### src/rtl/tinycpu_pkg.sv
// tinycpu_pkg
//   Types and constants shared by the tinycpu front end (instruction_fetch)
//   and instruction_decoder.
//   - INST_W / ADDR_W      : instruction word and byte-address widths
//   - DEFAULT_RESET_PC     : first fetch address after reset
//   - mem_state_t          : memory-side request FSM encoding
//   - out_state_t          : decoder-side four-phase handshake encoding
//   - fetch_entry_t        : one prefetch buffer entry {pc, inst}
//   - next_pc()            : sequential PC advance with natural 32-bit wrap
package tinycpu_pkg;

    localparam int INST_W = 32;
    localparam int ADDR_W = 32;

    localparam logic [ADDR_W-1:0] DEFAULT_RESET_PC = 32'h0000_0000;

    typedef enum logic {
        M_IDLE = 1'b0,
        M_WAIT = 1'b1
    } mem_state_t;

    typedef enum logic [1:0] {
        O_IDLE    = 2'd0,
        O_PRESENT = 2'd1,
        O_RELEASE = 2'd2
    } out_state_t;

    typedef struct packed {
        logic [ADDR_W-1:0] pc;
        logic [INST_W-1:0] inst;
    } fetch_entry_t;

    // Wraps modulo 2^ADDR_W, so 32'hFFFF_FFFC + 4 lands on 0.
    function automatic logic [ADDR_W-1:0] next_pc(
        input logic [ADDR_W-1:0] pc,
        input logic [ADDR_W-1:0] step
    );
        return pc + step;
    endfunction

endpackage

### src/rtl/fetch_fifo.sv
// fetch_fifo
//   Synchronous prefetch FIFO between the memory-side and decoder-side FSMs.
//   Storage is a flop array; head is read straight out of the flop addressed
//   by the read pointer, so it is valid whenever empty=0 with no extra latency.
// Ports
//   clk        in   clock
//   reset      in   synchronous, active-high; empties the FIFO
//   push       in   write push_data (ignored when full)
//   push_data  in   WIDTH-bit entry
//   pop        in   drop head entry (ignored when empty)
//   flush      in   empty the FIFO; overrides push and pop in the same cycle
//   head       out  oldest entry
//   full       out  count == DEPTH
//   empty      out  count == 0
//   count      out  number of valid entries
// DEPTH must be a power of two so the pointers wrap by plain overflow.
module fetch_fifo #(
    parameter int WIDTH = 64,
    parameter int DEPTH = 4
) (
    input  logic                           clk,
    input  logic                           reset,
    input  logic                           push,
    input  logic [WIDTH-1:0]               push_data,
    input  logic                           pop,
    input  logic                           flush,
    output logic [WIDTH-1:0]               head,
    output logic                           full,
    output logic                           empty,
    output logic [$clog2(DEPTH+1)-1:0]     count
);

    localparam int PTR_W = (DEPTH > 1) ? $clog2(DEPTH) : 1;
    localparam int CNT_W = $clog2(DEPTH + 1);

    logic [WIDTH-1:0] storage [DEPTH];
    logic [PTR_W-1:0] rd_ptr;
    logic [PTR_W-1:0] wr_ptr;
    logic             do_push;
    logic             do_pop;

    assign full    = (count == CNT_W'(DEPTH));
    assign empty   = (count == '0);
    assign do_push = push && !full && !flush;
    assign do_pop  = pop && !empty && !flush;
    assign head    = storage[rd_ptr];

    always_ff @(posedge clk) begin
        if (do_push) begin
            storage[wr_ptr] <= push_data;
        end
    end

    always_ff @(posedge clk) begin
        if (reset || flush) begin
            rd_ptr <= '0;
            wr_ptr <= '0;
            count  <= '0;
        end else begin
            if (do_push) begin
                wr_ptr <= wr_ptr + PTR_W'(1);
            end
            if (do_pop) begin
                rd_ptr <= rd_ptr + PTR_W'(1);
            end
            case ({do_push, do_pop})
                2'b10:   count <= count + CNT_W'(1);
                2'b01:   count <= count - CNT_W'(1);
                default: count <= count;
            endcase
        end
    end

endmodule

### src/rtl/instruction_fetch.sv
// instruction_fetch
//   Front stage of the tinycpu pipeline. Walks a PC through instruction
//   memory (one outstanding read at a time), buffers returned words in a
//   prefetch FIFO and hands them to instruction_decoder over a four-phase
//   DOR/ack handshake. A redirect flushes the buffer and restarts fetch at
//   redirect_pc.
// Ports
//   clk            in   clock
//   reset          in   synchronous, active-high
//   enable         in   allows new memory requests (buffer still drains)
//   mem_req        out  read request, held until mem_ack
//   mem_addr       out  request byte address, stable while mem_req=1
//   mem_ack        in   one-cycle pulse, mem_data valid
//   mem_data       in   returned instruction word
//   redirect       in   one-cycle pulse: flush and jump to redirect_pc
//   redirect_pc    in   new PC
//   DOR            out  word ready for decoder
//   data_out       out  instruction word, stable while DOR=1
//   ack_from_next  in   decoder acknowledge (level)
//   pc_out         out  address of data_out
//
// Memory FSM
//   state   | meaning
//   M_IDLE  | no request outstanding; issue when enabled and buffer has room
//   M_WAIT  | mem_req high, waiting for mem_ack
// Output FSM
//   state     | meaning
//   O_IDLE    | nothing presented; pop head when buffer non-empty and ack low
//   O_PRESENT | DOR high, waiting for ack
//   O_RELEASE | DOR low, waiting for ack to return low
module instruction_fetch
    import tinycpu_pkg::*;
#(
    parameter logic [ADDR_W-1:0] RESET_PC   = DEFAULT_RESET_PC,
    parameter int                FIFO_DEPTH = 4,
    parameter logic [ADDR_W-1:0] ADDR_STEP  = 32'd4
) (
    input  logic              clk,
    input  logic              reset,
    input  logic              enable,
    output logic              mem_req,
    output logic [ADDR_W-1:0] mem_addr,
    input  logic              mem_ack,
    input  logic [INST_W-1:0] mem_data,
    input  logic              redirect,
    input  logic [ADDR_W-1:0] redirect_pc,
    output logic              DOR,
    output logic [INST_W-1:0] data_out,
    input  logic              ack_from_next,
    output logic [ADDR_W-1:0] pc_out
);

    localparam int CNT_W = $clog2(FIFO_DEPTH + 1);

    mem_state_t        mem_state;
    mem_state_t        mem_state_next;
    out_state_t        out_state;
    out_state_t        out_state_next;

    logic [ADDR_W-1:0] pc;
    logic [ADDR_W-1:0] addr_q;
    logic              discard;
    logic [INST_W-1:0] data_q;
    logic [ADDR_W-1:0] pc_out_q;

    logic              fifo_push;
    logic              fifo_pop;
    fetch_entry_t      fifo_in;
    fetch_entry_t      fifo_head;
    logic              fifo_full;
    logic              fifo_empty;
    logic [CNT_W-1:0]  fifo_count;

    logic              issue_ok;
    logic              issue;
    logic              mem_done;

    // Redirect wins over issue: the request in the redirect cycle would use the stale PC.
    assign issue_ok = enable && !redirect && (fifo_count < CNT_W'(FIFO_DEPTH));
    assign mem_done = (mem_state == M_WAIT) && mem_ack;
    assign fifo_in  = '{pc: addr_q, inst: mem_data};

    fetch_fifo #(
        .WIDTH ($bits(fetch_entry_t)),
        .DEPTH (FIFO_DEPTH)
    ) u_fifo (
        .clk       (clk),
        .reset     (reset),
        .push      (fifo_push),
        .push_data (fifo_in),
        .pop       (fifo_pop),
        .flush     (redirect),
        .head      (fifo_head),
        .full      (fifo_full),
        .empty     (fifo_empty),
        .count     (fifo_count)
    );

    // ---------------- memory-side FSM ----------------
    always_ff @(posedge clk) begin
        if (reset) begin
            mem_state <= M_IDLE;
        end else begin
            mem_state <= mem_state_next;
        end
    end

    always_comb begin
        mem_state_next = mem_state;
        case (mem_state)
            M_IDLE:  if (issue_ok) mem_state_next = M_WAIT;
            M_WAIT:  if (mem_ack)  mem_state_next = M_IDLE;
            default: mem_state_next = M_IDLE;
        endcase
    end

    always_comb begin
        mem_req   = (mem_state == M_WAIT);
        issue     = (mem_state == M_IDLE) && issue_ok;
        // A word is dropped if a redirect arrived while it was in flight
        // (discard) or arrives in the very cycle it returns.
        fifo_push = mem_done && !discard && !redirect && !fifo_full;
    end

    always_ff @(posedge clk) begin
        if (reset) begin
            pc      <= RESET_PC;
            addr_q  <= RESET_PC;
            discard <= 1'b0;
        end else begin
            if (issue) begin
                addr_q <= pc;
            end
            if (redirect) begin
                pc <= redirect_pc;
            end else if (fifo_push) begin
                pc <= next_pc(addr_q, ADDR_STEP);
            end
            if (mem_done) begin
                discard <= 1'b0;
            end else if (redirect && (mem_state == M_WAIT)) begin
                discard <= 1'b1;
            end
        end
    end

    assign mem_addr = addr_q;

    // ---------------- decoder-side FSM ----------------
    always_ff @(posedge clk) begin
        if (reset) begin
            out_state <= O_IDLE;
        end else begin
            out_state <= out_state_next;
        end
    end

    always_comb begin
        out_state_next = out_state;
        case (out_state)
            O_IDLE:    if (!fifo_empty && !ack_from_next) out_state_next = O_PRESENT;
            O_PRESENT: if (ack_from_next)                 out_state_next = O_RELEASE;
            O_RELEASE: if (!ack_from_next)                out_state_next = O_IDLE;
            default:   out_state_next = O_IDLE;
        endcase
    end

    always_comb begin
        DOR      = (out_state == O_PRESENT);
        fifo_pop = (out_state == O_IDLE) && !fifo_empty && !ack_from_next;
    end

    // The presented word lives in its own register, so a flush in the pop
    // cycle (or later) cannot disturb a handshake already under way.
    always_ff @(posedge clk) begin
        if (reset) begin
            data_q   <= '0;
            pc_out_q <= '0;
        end else if (fifo_pop) begin
            data_q   <= fifo_head.inst;
            pc_out_q <= fifo_head.pc;
        end
    end

    assign data_out = data_q;
    assign pc_out   = pc_out_q;

endmodule

### config.mk
export PLATFORM = sky130hd
export DESIGN_NAME = instruction_fetch
export DESIGN_NICKNAME = d
export VERILOG_FILES = /design/src/rtl/tinycpu_pkg.sv /design/src/rtl/fetch_fifo.sv /design/src/rtl/instruction_fetch.sv
export SDC_FILE = /design/constraint.sdc
export NUM_CORES = 1
export LEC_CHECK = 0
export ABC_AREA = 1
export CAP_MARGIN = 20
export CORE_MARGIN = 3
export CORE_UTILIZATION = 30
export CTS_BUF_LIST = sky130_fd_sc_hd__clkbuf_16
export DETAILED_ROUTE_END_ITERATION = 12
export GPL_ROUTABILITY_DRIVEN = 0
export PLACE_DENSITY_LB_ADDON = 0.08
export SKIP_LAST_GASP = 1
export SLEW_MARGIN = 20
export SYNTH_ARGS = -nofsm -noshare
export SYNTH_HDL_FRONTEND = slang
export SYNTH_SLANG_ARGS = --single-unit
### constraint.sdc
create_clock -name clk -period 10.1 [get_ports clk]
set_input_delay 1.515 -clock clk [delete_from_list [all_inputs] [get_ports clk]]
set_output_delay 1.515 -clock clk [all_outputs]
set_load 0.05 [all_outputs]
==> impl_metrics.yaml <==
outcome:
  status: "completed"
critical_path:
  worst-path-max-fanout: 70
  cp-end-kind: "register"
  critical_path.startpoint: "reset"
  r2r-start: "u_fifo.rd_ptr[0]$_SDFFE_PP0P_"
  critPathKind: "input pin to register"
  crit_family: "buffers and inverters"
  rr_endpoint: "pc_out[11]$_SDFFE_PP0N_"
  critPathBufInv: 4
  critPathArrivalTime_ns: 4.09
  r2r_slack_ns: 7.59
  critPathMaxStageDelay_ns: 0.89
  cp.required_ns: 10.51
  cpMostUsedCell: "buf_4"
  r2r_cells: 6
  path_cells: "clkdlybuf4s50_1, buf_4, clkinv_2, buf_4, o21ai_0, a21oi_1"
  start_kind: "input pin"
  crit_slowest_cell: "clkinv_2"
worst_hold_path:
  hp-start: "data_out[9]$_SDFFE_PP0N_"
  hold_depth: 2
  min_path_type: "register to register"
  hold_end: "data_out[9]$_SDFFE_PP0N_"
floorplan:
  row_count: 83
  die_w_um: 236
  die_h_um: 236
  core_area_mm2: 0.0517
  floorplan.initialDensity_pct: 30.6
  die_area_mm2: 0.0556
  ios: 168
clocking:
  cts.sinks: 395
  post_cts_resized: 0
  clk_latency_ns: 0.57
  cts_buffers: 45
  cts_tree: "built"
  cts_buffer_depth: 3
  clockRootBuffer: "clkbuf_16"
  clk_pin_slew_ns: 0.06
  cts_hold_buffers: 0
  cts_htree_levels: 2
  cts_setup_buffers: 0
detailed_routing:
  wire_per_inst_um: 17.3
  vias: 11000
  ant_nets: 0
  drtIter0Drc: 622
  vias_per_cell: 4.57
  dr.pass1.iters: 5
  routed_wl_um: 41700
  remaining_drc_errors: 0
global_routing:
  antenna_found_initial: 0
  grt-ovfl-total: 0
  grt_start_max_net_pins: 101
  grt_pass1_wl_um: 64100
  grt_usage_pct: 14.7
  grt_pass1_vias: 10800
sta:
  fin_hold_ws_ns: 0.442
  rsz0062_at_grt: "no"
  setup_viol: 0
  finalHoldViolations: 0
  worstMarginPinSlew_ns: 1.08
  fmax_mhz: 271
  tns_ns: 0
  maxSlewViolCount: 0
  fin_crit_ns: 3.68
  skew_ns: 0.0223
  slew_headroom_pct: 28.3
  post-route-period-util_pct: 36.5
place:
  io_buffers: 167
  dp_hpwl_um: 24200
yosys:
  synth_cell_types: 35
  syn_area_mm2: 0.0158
  ys_seq_area_share_pct: 66.1
  syn_nets: 1636
  synth_seq_cells: 395
  ys_warn_count: 0
  avgSynthCellArea_um2: 10.2
  synthCells: 1559
final_layout:
  seqCellArea_mm2: 0.0105
  fillerInstances: 5190
  multi_input_area_mm2: 0.00435
  syn_to_final_growth_pct: 22.7
  nets: 1776
  layout-drive-gt1-share_pct: 5.65
  final_util_pct: 37.6
power_and_ir_drop:
  power.leakage_nw: 6.64
  power_density_mw_per_mm2: 181
  vdd_drop_max_mv: 0.101
flow_run:
  cap_violations: 0
[worst min-delay path, stage by stage, from the launching register on]
cell and delay (ns):
dfxtp_1 0.30, inv_1 0.05, a21oi_1 0.05
[power by group]
group / internal [mW] / switching (mW) / leakage [nW] / total [mW]
logic: 0.0740 / 0.131 / 2.42 / 0.205
registers: 1.75 / 0.0369 / 3.47 / 1.79
clock network: 0.884 / 0.639 / 0.749 / 1.52
total: 2.71 / 0.807 / 6.64 / 3.51
[metrics by stage]
step / instances / cell area, µm² / power [mW] / setup slack (ns)
after floorplan: 1559 / 15800 / 1.93 / 4.84
after global placement: 2332 / 18000 / 2.03 / 5.84
after detailed placement: 2332 / 18000 / 2.03 / 5.78
after CTS: 2416 / 19400 / 3.58 / 6.39
after global routing: 2416 / 19400 / 3.66 / 6.18
final: 2417 / 19400 / 3.51 / 6.42
[cells by family (layout without fill, tap and decap cells)]
logic type	after synthesis	after routing	synth area share [%]
simple gates	464	464	12.2
fa+ha+maj	7	7	0.601
xor+xnor	3	3	0.166
flops	395	395	66.1
other cells	0	1	0
compound gates	447	447	14.3
buf+inv	243	420	6.66
[synth_stat cells]
cell	instances	area (µm²)
o21ai_0	275	1380
edfxtp_1	256	7690
nor2_1	239	897
nand2_1	154	578
inv_1	152	571
dfxtp_1	139	2780
a21oi_1	125	626
nand3_1	45	225
clkbuf_1	40	150
o21ai_1	34	170
buf_2	19	95.1
buf_6	13	146
a31oi_1	8	50.1
clkbuf_2	8	40.0
ha_1	6	75.1
inv_2	5	18.8
nand2_4	5	56.3
nor2_2	4	25.0
nor2_4	4	45.0
buf_1	3	11.3
buf_4	3	22.5
xor2_1	3	26.3
a211oi_1	2	15.0
and2_1	2	12.5
nand2_2	2	12.5
nand3_2	2	20.0
nand4_1	2	12.5
nor3_1	2	10.0
a22oi_1	1	7.51
fa_1	1	20.0
nor3_4	1	16.3
nor3b_1	1	7.51
o211ai_1	1	7.51
o21a_1	1	7.51
or2_2	1	6.26
[routing by layer]
metal / up-vias / part of all wire [%] / track usage (%)
met1: 5214 / 48 / 20.1
met2: 191 / 46 / 24.1
met3: 53 / 4.0 / 2.45
met4: 0 / 1.8 / 4.17
li1: 5581 / - / -
met5: - / 0 / 0
[final cells by class]
class                      instances  share of cell area (%)
antenna                            1                  0.0129
clock buffer                      45                    5.80
clock inverter                    39                    1.33
inverter                         157                    3.05
multi-input combinational        921                    22.4
sequential                       395                    53.9
tap                              680                    4.38
timing repair buffer             179                    9.09
[how the worst max path moves through the flow]
| stage | endpoint | slack [ns] | cells past startpoint |
|---|---|---|---|
| after floorplan | u_fifo.storage[0][0]$_DFFE_PP_ | 4.84 | 5 |
| after global placement | data_out[15]$_SDFFE_PP0N_ | 5.84 | 6 |
| after detailed placement | pc_out[24]$_SDFFE_PP0N_ | 5.78 | 6 |
| after CTS | pc_out[24]$_SDFFE_PP0N_ | 6.39 | 6 |
| after global routing | data_out[5]$_SDFFE_PP0N_ | 6.18 | 6 |
| final | pc_out[24]$_SDFFE_PP0N_ | 6.42 | 6 |
[cell usage in the layout, fill, tap and decap left out, drive strengths merged, types with 3 or more instances in the layout]
cell / netlist / routed
a31oi: 8 / 8
nor3: 3 / 3
dfxtp: 139 / 139
o21ai: 309 / 309
buf: 38 / 12
inv: 157 / 177
bufinv: 0 / 3
clkdlybuf4s50: 0 / 167
clkinv: 0 / 16
nor2: 247 / 247
nand3: 47 / 47
clkbuf: 48 / 45
ha: 6 / 6
edfxtp: 256 / 256
a21oi: 125 / 125
xor2: 3 / 3
nand2: 161 / 161
[sequential cells by signal (all words and copies together), names as in the netlist, 3 cells and up]
| name | cells |
|---|---|
| u_fifo.count | 3 |
| data_out | 32 |
| u_fifo.storage | 256 |
| mem_addr | 32 |
| pc_out | 32 |
| pc | 32 |
Note: power is estimated with default switching activity, not from simulation.
